## src/rtl/mult_acc_pkg.sv

```systemverilog
// Shared types and width helpers for the mult_acc accumulator stage.
package mult_acc_pkg;

  typedef enum logic [1:0] {
    OP_ACC   = 2'b00,
    OP_SUB   = 2'b01,
    OP_LOAD  = 2'b10,
    OP_CLEAR = 2'b11
  } acc_op_t;

  localparam int unsigned DEF_N     = 8;
  localparam int unsigned DEF_GUARD = 8;
  localparam int unsigned DEF_CNT_W = 8;

  // Accumulator width: full product plus guard bits.
  function automatic int unsigned acc_w(input int unsigned n, input int unsigned guard);
    return 2 * n + guard;
  endfunction

  localparam int unsigned DEF_ACC_W = 2 * DEF_N + DEF_GUARD;

endpackage

```

## src/rtl/acc_sat.sv

```systemverilog
// Combinational ACC_W+1-bit add/subtract with overflow detect.
// Optional clamp to the signed range when MULT_ACC_SAT_EN is defined.
module acc_sat
  import mult_acc_pkg::*;
#(
  parameter int unsigned ACC_W = DEF_ACC_W
) (
  input  logic [ACC_W-1:0] acc,
  input  logic [ACC_W-1:0] addend,
  input  logic             sub,
  output logic [ACC_W-1:0] sum_c,
  output logic             ovf_c
);

  localparam int unsigned EXT_W = ACC_W + 1;

`ifdef MULT_ACC_SAT_EN
  localparam logic [ACC_W-1:0] ACC_MAX = {1'b0, {(ACC_W-1){1'b1}}};
  localparam logic [ACC_W-1:0] ACC_MIN = {1'b1, {(ACC_W-1){1'b0}}};
`endif

  logic [EXT_W-1:0] a_ext;
  logic [EXT_W-1:0] b_ext;
  logic [EXT_W-1:0] wide;

  // The extra top bit carries the true sign; disagreement with bit ACC_W-1 means overflow.
  always_comb begin
    a_ext = {acc[ACC_W-1], acc};
    b_ext = {addend[ACC_W-1], addend};
    wide  = sub ? (a_ext - b_ext) : (a_ext + b_ext);
    ovf_c = wide[ACC_W] ^ wide[ACC_W-1];
    sum_c = wide[ACC_W-1:0];
`ifdef MULT_ACC_SAT_EN
    if (ovf_c) begin
      sum_c = wide[ACC_W] ? ACC_MIN : ACC_MAX;
    end
`endif
  end

endmodule

```

## src/rtl/mult_acc.sv

```systemverilog
// Accumulator stage behind the signed multiplier: ACC/SUB/LOAD/CLEAR with
// valid/ready handshake, sticky overflow and saturating term counter.
// Build option: MULT_ACC_SAT_EN clamps overflowing ACC/SUB results.
module mult_acc
  import mult_acc_pkg::*;
#(
  parameter int unsigned N     = DEF_N,
  parameter int unsigned GUARD = DEF_GUARD,
  parameter int unsigned CNT_W = DEF_CNT_W,
  localparam int unsigned ACC_W = acc_w(N, GUARD)
) (
  input  logic             clock,
  input  logic             nReset,
  input  logic             in_valid,
  output logic             in_ready,
  input  logic [1:0]       op,
  input  logic [2*N-1:0]   product,
  output logic             out_valid,
  input  logic             out_ready,
  output logic [ACC_W-1:0] acc_out,
  output logic             ovf,
  output logic [CNT_W-1:0] count
);

  acc_op_t          op_c;
  logic             accept_c;
  logic             deliver_c;
  logic             sub_c;
  logic [ACC_W-1:0] p_ext_c;
  logic [ACC_W-1:0] sum_c;
  logic             add_ovf_c;

  // No skid buffer: accept only when the output slot is free or draining now.
  always_comb begin
    in_ready  = !out_valid || out_ready;
    accept_c  = in_valid && in_ready;
    deliver_c = out_valid && out_ready;
    op_c      = acc_op_t'(op);
    sub_c     = (op_c == OP_SUB);
    p_ext_c   = {{GUARD{product[2*N-1]}}, product};
  end

  acc_sat #(
    .ACC_W (ACC_W)
  ) u_acc_sat (
    .acc    (acc_out),
    .addend (p_ext_c),
    .sub    (sub_c),
    .sum_c  (sum_c),
    .ovf_c  (add_ovf_c)
  );

  always_ff @(posedge clock) begin
    if (!nReset) begin
      out_valid <= 1'b0;
      acc_out   <= '0;
      ovf       <= 1'b0;
      count     <= '0;
    end else if (accept_c) begin
      out_valid <= 1'b1;
      unique case (op_c)
        OP_ACC, OP_SUB: begin
          acc_out <= sum_c;
          if (add_ovf_c) begin
            ovf <= 1'b1;
          end
          if (count != '1) begin
            count <= count + CNT_W'(1);
          end
        end
        OP_LOAD: begin
          acc_out <= p_ext_c;
          ovf     <= 1'b0;
          count   <= CNT_W'(1);
        end
        OP_CLEAR: begin
          acc_out <= '0;
          ovf     <= 1'b0;
          count   <= '0;
        end
      endcase
    end else if (deliver_c) begin
      out_valid <= 1'b0;
    end
  end

endmodule

```

## config.mk

```make
export PLATFORM = sky130hd
export DESIGN_NAME = mult_acc
export DESIGN_NICKNAME = d
export VERILOG_FILES = /design/src/rtl/mult_acc_pkg.sv /design/src/rtl/acc_sat.sv /design/src/rtl/mult_acc.sv
export SDC_FILE = /design/constraint.sdc
export NUM_CORES = 1
export LEC_CHECK = 0
export BUFFER_PORTS_ARGS = -buffer_cell sky130_fd_sc_hd__buf_2
export CAP_MARGIN = 40
export CORE_UTILIZATION = 40
export DETAILED_ROUTE_END_ITERATION = 10
export PLACE_DENSITY_LB_ADDON = 0.25
export SLEW_MARGIN = 20
export SYNTH_ARGS = -nofsm -noshare
export SYNTH_HDL_FRONTEND = slang
export SYNTH_SLANG_ARGS = --single-unit
```

## constraint.sdc

```tcl
create_clock -name clock -period 4.6 [get_ports clock]
set_input_delay 0.69 -clock clock [delete_from_list [all_inputs] [get_ports clock]]
set_output_delay 0.69 -clock clock [all_outputs]
set_load 0.1 [all_outputs]
```

Yosys cells after proc, flatten, opt, wreduce, memory -nomap -nowiden
Index checks and enable logic that the tools add are counted.
Cells by class
  add/subtract/negate cells: 3
  eq/ne operators: 6
  muxes and demuxes: 8
  bitwise gates (word level): 1
  reduce and logical (&&, ||, !) cells: 10
Operator list (count)
  24-bit one-hot mux with 3 select lines: 1
  24-bit by 16-bit adder with 25-bit output: 1
  25-bit 2-to-1 mux: 1
  24-bit by 16-bit subtractor with 25-bit output: 1
  8-bit one-hot mux with 3 select lines: 1
  8-bit by 1-bit adder with 8-bit output, second input constant: 1
  8-bit 2-to-1 mux: 1
  8-bit != test, second input constant: 1
  2-bit == test, second input constant: 2
  2-bit != test, second input constant: 2
  2-bit AND reduction: 2
  2-bit OR reduction: 2
  1-bit 2-to-1 mux: 3
  2-bit by 1-bit == test with 1-bit output, second input constant: 1
  1-bit logical AND: 2
  2-bit logical NOT: 1
  1-bit one-hot mux with 2 select lines: 1
  2-bit nonzero test: 1
  1-bit logical NOT: 1
  1-bit logical OR: 1
  1-bit bitwise XOR: 1
Word-level totals
  flip-flop bits (word level): 34
  output and inout port bits: 35

Logic depth before layout (Yosys ltp)
  depth after elaboration: 5
  depth in mapped cells: 18

Modules after synthesis
From an unflattened synthesis, not the netlist that was laid out.
Second synthesis, totals
  cells, all modules: 415
  area total of the unflattened synthesis: 3265.6 um^2
Modules (own cells, without submodules)
  acc_sat: times used 1, cells each 246, area each 1741.7 um^2, sequential area each 0.0 um^2
  mult_acc: times used 1, cells each 169, area each 1524.0 um^2, sequential area each 680.7 um^2

Worst setup path before layout
OpenSTA, ideal clock, no wires.
  path kind: input to register
  from: input port product[8]
  to: register ovf
  library setup time: 0.120 ns
  data arrival time: 3.974 ns
  data required time: 4.480 ns
  path slack: 0.506 ns
  cell stages on the path: 18
  path buffers: 1
  path through: or4_4 -> or3_4 -> nor3_4 -> nand2b_1 -> o21ai_0 -> and2_1 -> nor2_1 -> a21oi_1 -> ha_1 -> clkbuf_1 -> nand4_1 -> nor2_1 -> nand3_1 -> o221ai_1 -> a311oi_1 -> xor2_1 -> and3b_2 -> a211o_1
On the way
  word-level cells in the longest chain between the ends: 5
  elaborated cells on any way between the ends: 6
  classes of those cells: add/sub: 2; eq/ne: 1; mux: 1; bitwise: 1; reduce/logical: 1
Ends and longest elaborated chain
  start, declared: RTL line mult_acc.sv:17  | input logic [2*N-1:0] product,
  24-bit by 16-bit adder with 25-bit output / 24-bit by 16-bit subtractor with 25-bit output (equally long branches): RTL line acc_sat.sv:30  | wide = sub ? (a_ext - b_ext) : (a_ext + b_ext);
  25-bit 2-to-1 mux *: RTL line acc_sat.sv:30
  1-bit bitwise XOR *: RTL line acc_sat.sv:31  | ovf_c = wide[ACC_W] ^ wide[ACC_W-1];
  2-bit != test (no source line) *
  2-bit AND reduction (no source line) *
  end signal, assigned: RTL line mult_acc.sv:57  | ovf <= 1'b0;
  end signal, assigned: RTL line mult_acc.sv:65  | ovf <= 1'b1;
  end signal, assigned: RTL line mult_acc.sv:73  | ovf <= 1'b0;
  end, declared: RTL line mult_acc.sv:21  | output logic ovf,
Mark *: on every way between the ends. The rest lies on a longest branch, timed or not.
A chain may end at the register's enable or synchronous reset.

Worst setup path in the final report
Ends and elaborated chain as after synthesis.

==> results.py <==
metrics = {
    "run_status": {
        "status": "finished clean",
    },
    "hold_path": {
        "holdPathStages": 2,
        "hp-class": "register to register",
    },
    "route": {
        "drt_pass1_iterations": 5,
        "viasPerCell": 5.68,
        "dr_total_vias": 3182,
        "drc": 0,
        "drtAntennaViolNets": 0,
        "wl_per_cell_um": 15.5,
        "first_iter_violations": 156,
        "routed_wl_um": 8660,
    },
    "critical_path": {
        "rr_endpoint": "ovf$_SDFFE_PN0P_",
        "reg2reg_slack_ns": 1.79,
        "reg2reg_from": "acc_out[0]$_SDFFE_PN0P_",
        "crit_required_ns": 4.78,
        "start_kind": "input pin",
        "end_kind": "register",
        "setup.worst_path.end": "ovf$_SDFFE_PN0P_",
        "path_class": "input pin to register",
        "worstPathMaxFanout": 8,
        "reg2regPathDepth": 12,
        "arrival_ns": 4.35,
        "crit_start": "product[8]",
    },
    "clock_tree": {
        "path_clk_slew_ns": 0.08,
        "postCtsHoldBufs": 0,
        "h-tree-depth": 2,
        "ctsResizeCount": 0,
        "cts-buffers-inserted": 5,
        "cts_setup_buffers": 0,
        "cts.path.max_buffers": 2,
        "cts_sinks": 34,
        "insertion_delay_ns": 0.29,
        "cts_tree": "built",
        "root_buffer": "clkbuf_8",
    },
    "synth": {
        "synth_top_area_share_pct": 21.4,
        "ys.flop_type": "dfxtp_1",
        "synth-edff-count": 0,
        "yosysWarnings": 0,
        "synth.top_cells.by_area": "dfxtp_1, ha_1, a21oi_1",
        "ys_ff_latch": 34,
        "syn-cell-area_um2": 3180,
        "ys_types": 58,
        "syn_nets": 457,
        "synth_area_per_cell_um2": 7.80,
        "syn_inst": 408,
        "yosysTopAreaCell": "dfxtp_1",
        "ys_seq_area_share_pct": 21.4,
        "synthArstFlopShare_pct": 0,
    },
    "timing": {
        "rsz0062_at_grt": "false",
        "fin_crit_sh_pct": 90.5,
        "holdWs_ns": 0.504,
        "max_freq_ghz": 0.240,
        "period_needed_ns": 4.16,
        "skew_ns": 0.00790,
        "tightest_slew_ns": 0.623,
        "hold_viol": 0,
        "slew_headroom_pct": 58.1,
        "setup_viol": 0,
        "final.setup.tns_ns": 0,
        "setup_slack_ns": 0.439,
        "maxSlewViolCount": 0,
    },
    "place": {
        "globalplace.congestion": 0.941,
        "pre_cts_ws_ns": 0.161,
        "dp_hpwl_um": 6380,
        "portBuffers": 56,
    },
    "die": {
        "fp.dieW_um": 91.2,
        "coreArea_um2": 7730,
        "rows": 32,
        "die_y_um": 91.2,
        "ioPinCount": 57,
        "die_area_um2": 8320,
        "initial_core_util_pct": 41.2,
    },
    "grt": {
        "overflow": 0,
        "grt_pass1_vias": 2926,
        "grt.total_usage_pct": 21.6,
        "antenna_found_initial": 0,
        "grt_max_degree": 44,
        "grt_pass1_wl_um": 14500,
    },
    "cells_and_area": {
        "antennaDiodeCount": 0,
        "final_nets": 506,
        "final_cell_mix": "buf_2, a21oi_1, o21ai_0",
        "area_growth_pct": 15.6,
        "drive_gt1_share_pct": 19.0,
        "layout_commonest_cell": "buf_2",
        "final_util_pct": 47.6,
    },
    "power": {
        "power_mw": 1.27,
        "ir_worst_vdd_mv": 0.150,
        "power_density_nw_per_um2": 346,
        "power_leakage_nw": 1.75,
    },
    "run": {
        "max-cap-violations": 0,
    },
}
Yosys cell counts, types with 2 or more instances:
cell / count
dfxtp_1: 34
clkbuf_1: 20
xor2_1: 15
a21oi_1: 42
nand3_1: 7
xnor2_2: 2
a21boi_0: 8
a211o_1: 3
and3_1: 7
ha_1: 26
o21ai_0: 38
inv_1: 13
a2bb2oi_1: 2
a21o_1: 6
mux2i_1: 3
o31ai_1: 6
nor2b_1: 5
a211oi_1: 2
nand3b_1: 11
nand2_1: 33
a31oi_1: 5
o211a_1: 12
a21bo_2: 2
a21o_2: 3
nor3_1: 7
nor2_1: 18
o211ai_1: 8
nor4_1: 2
and2_1: 4
nand2b_1: 10
o21a_1: 4
nand4_1: 3
xnor2_1: 17
nor3b_1: 6
flip-flops by register name, summed over array words and instances (netlist names):
| name | cells |
|---|---|
| ovf | 1 |
| acc_out | 24 |
| out_valid | 1 |
| count | 8 |
through the flow:
stage / std cells / instance area, um^2
final: 560 / 3680
after global routing: 560 / 3680
after CTS: 560 / 3680
after detailed placement: 552 / 3570
after global placement: 552 / 3570
after floorplan: 408 / 3180
final cells by class:
type | count | area, um^2
multi-input combinational | 340 | 2380
inverter | 13 | 48.8
sequential | 34 | 681
timing repair buffer | 63 | 333
clock inverter | 3 | 45.0
fill | 797 | 4050
clock buffer | 5 | 68.8
tap | 102 | 128
where the power goes:
group | internal [mW] | switching [mW] | total [mW]
logic | 0.199 | 0.443 | 0.642
clock network | 0.161 | 0.128 | 0.289
registers | 0.320 | 0.0232 | 0.343
critical path, stage by stage:
cell and delay (ns):
buf_2 0.12, or4_4 0.55, or3_4 0.37, nor3_4 0.22, nand2b_1 0.10, o21ai_0 0.13
and2_1 0.17, nor2_1 0.09, a21oi_1 0.14, ha_1 0.27, nand4_1 0.19, nor2_1 0.29
nand3_1 0.12, o221ai_1 0.18, a311oi_1 0.09, xor2_1 0.19, and3b_2 0.22, a211o_1 0.22
how the worst min path moves through the flow:
stage / startpoint / to / slack [ns]
2_1_floorplan: in_valid / out_valid$_SDFFE_PN0P_ / 0.83
3_3_place_gp: count[1]$_SDFFE_PN0P_ / count[1]$_SDFFE_PN0P_ / 0.49
3_5_place_dp: acc_out[2]$_SDFFE_PN0P_ / acc_out[2]$_SDFFE_PN0P_ / 0.49
4_1_cts: acc_out[2]$_SDFFE_PN0P_ / acc_out[2]$_SDFFE_PN0P_ / 0.51
5_1_grt: count[1]$_SDFFE_PN0P_ / count[1]$_SDFFE_PN0P_ / 0.55
6_report: count[1]$_SDFFE_PN0P_ / count[1]$_SDFFE_PN0P_ / 0.50
logic make-up after synthesis:
group           count (synthesis)  synth area share [%]
mux                             3                 0.943
fa+ha+maj                      27                  10.8
simple gates                  120                  20.5
buf+inv                        34                  4.01
xor+xnor                       34                  9.82
compound gates                156                  32.5
flops                          34                  21.4
per-layer routing:
layer	up-vias	routed length [um]	track usage, %
li1	1604	-	-
met5	-	0	0
met1	1506	4100	28.1
met3	10	333	4.36
met2	62	4140	35.9
met4	0	95	6.61
(Power assumes the default switching activity.)
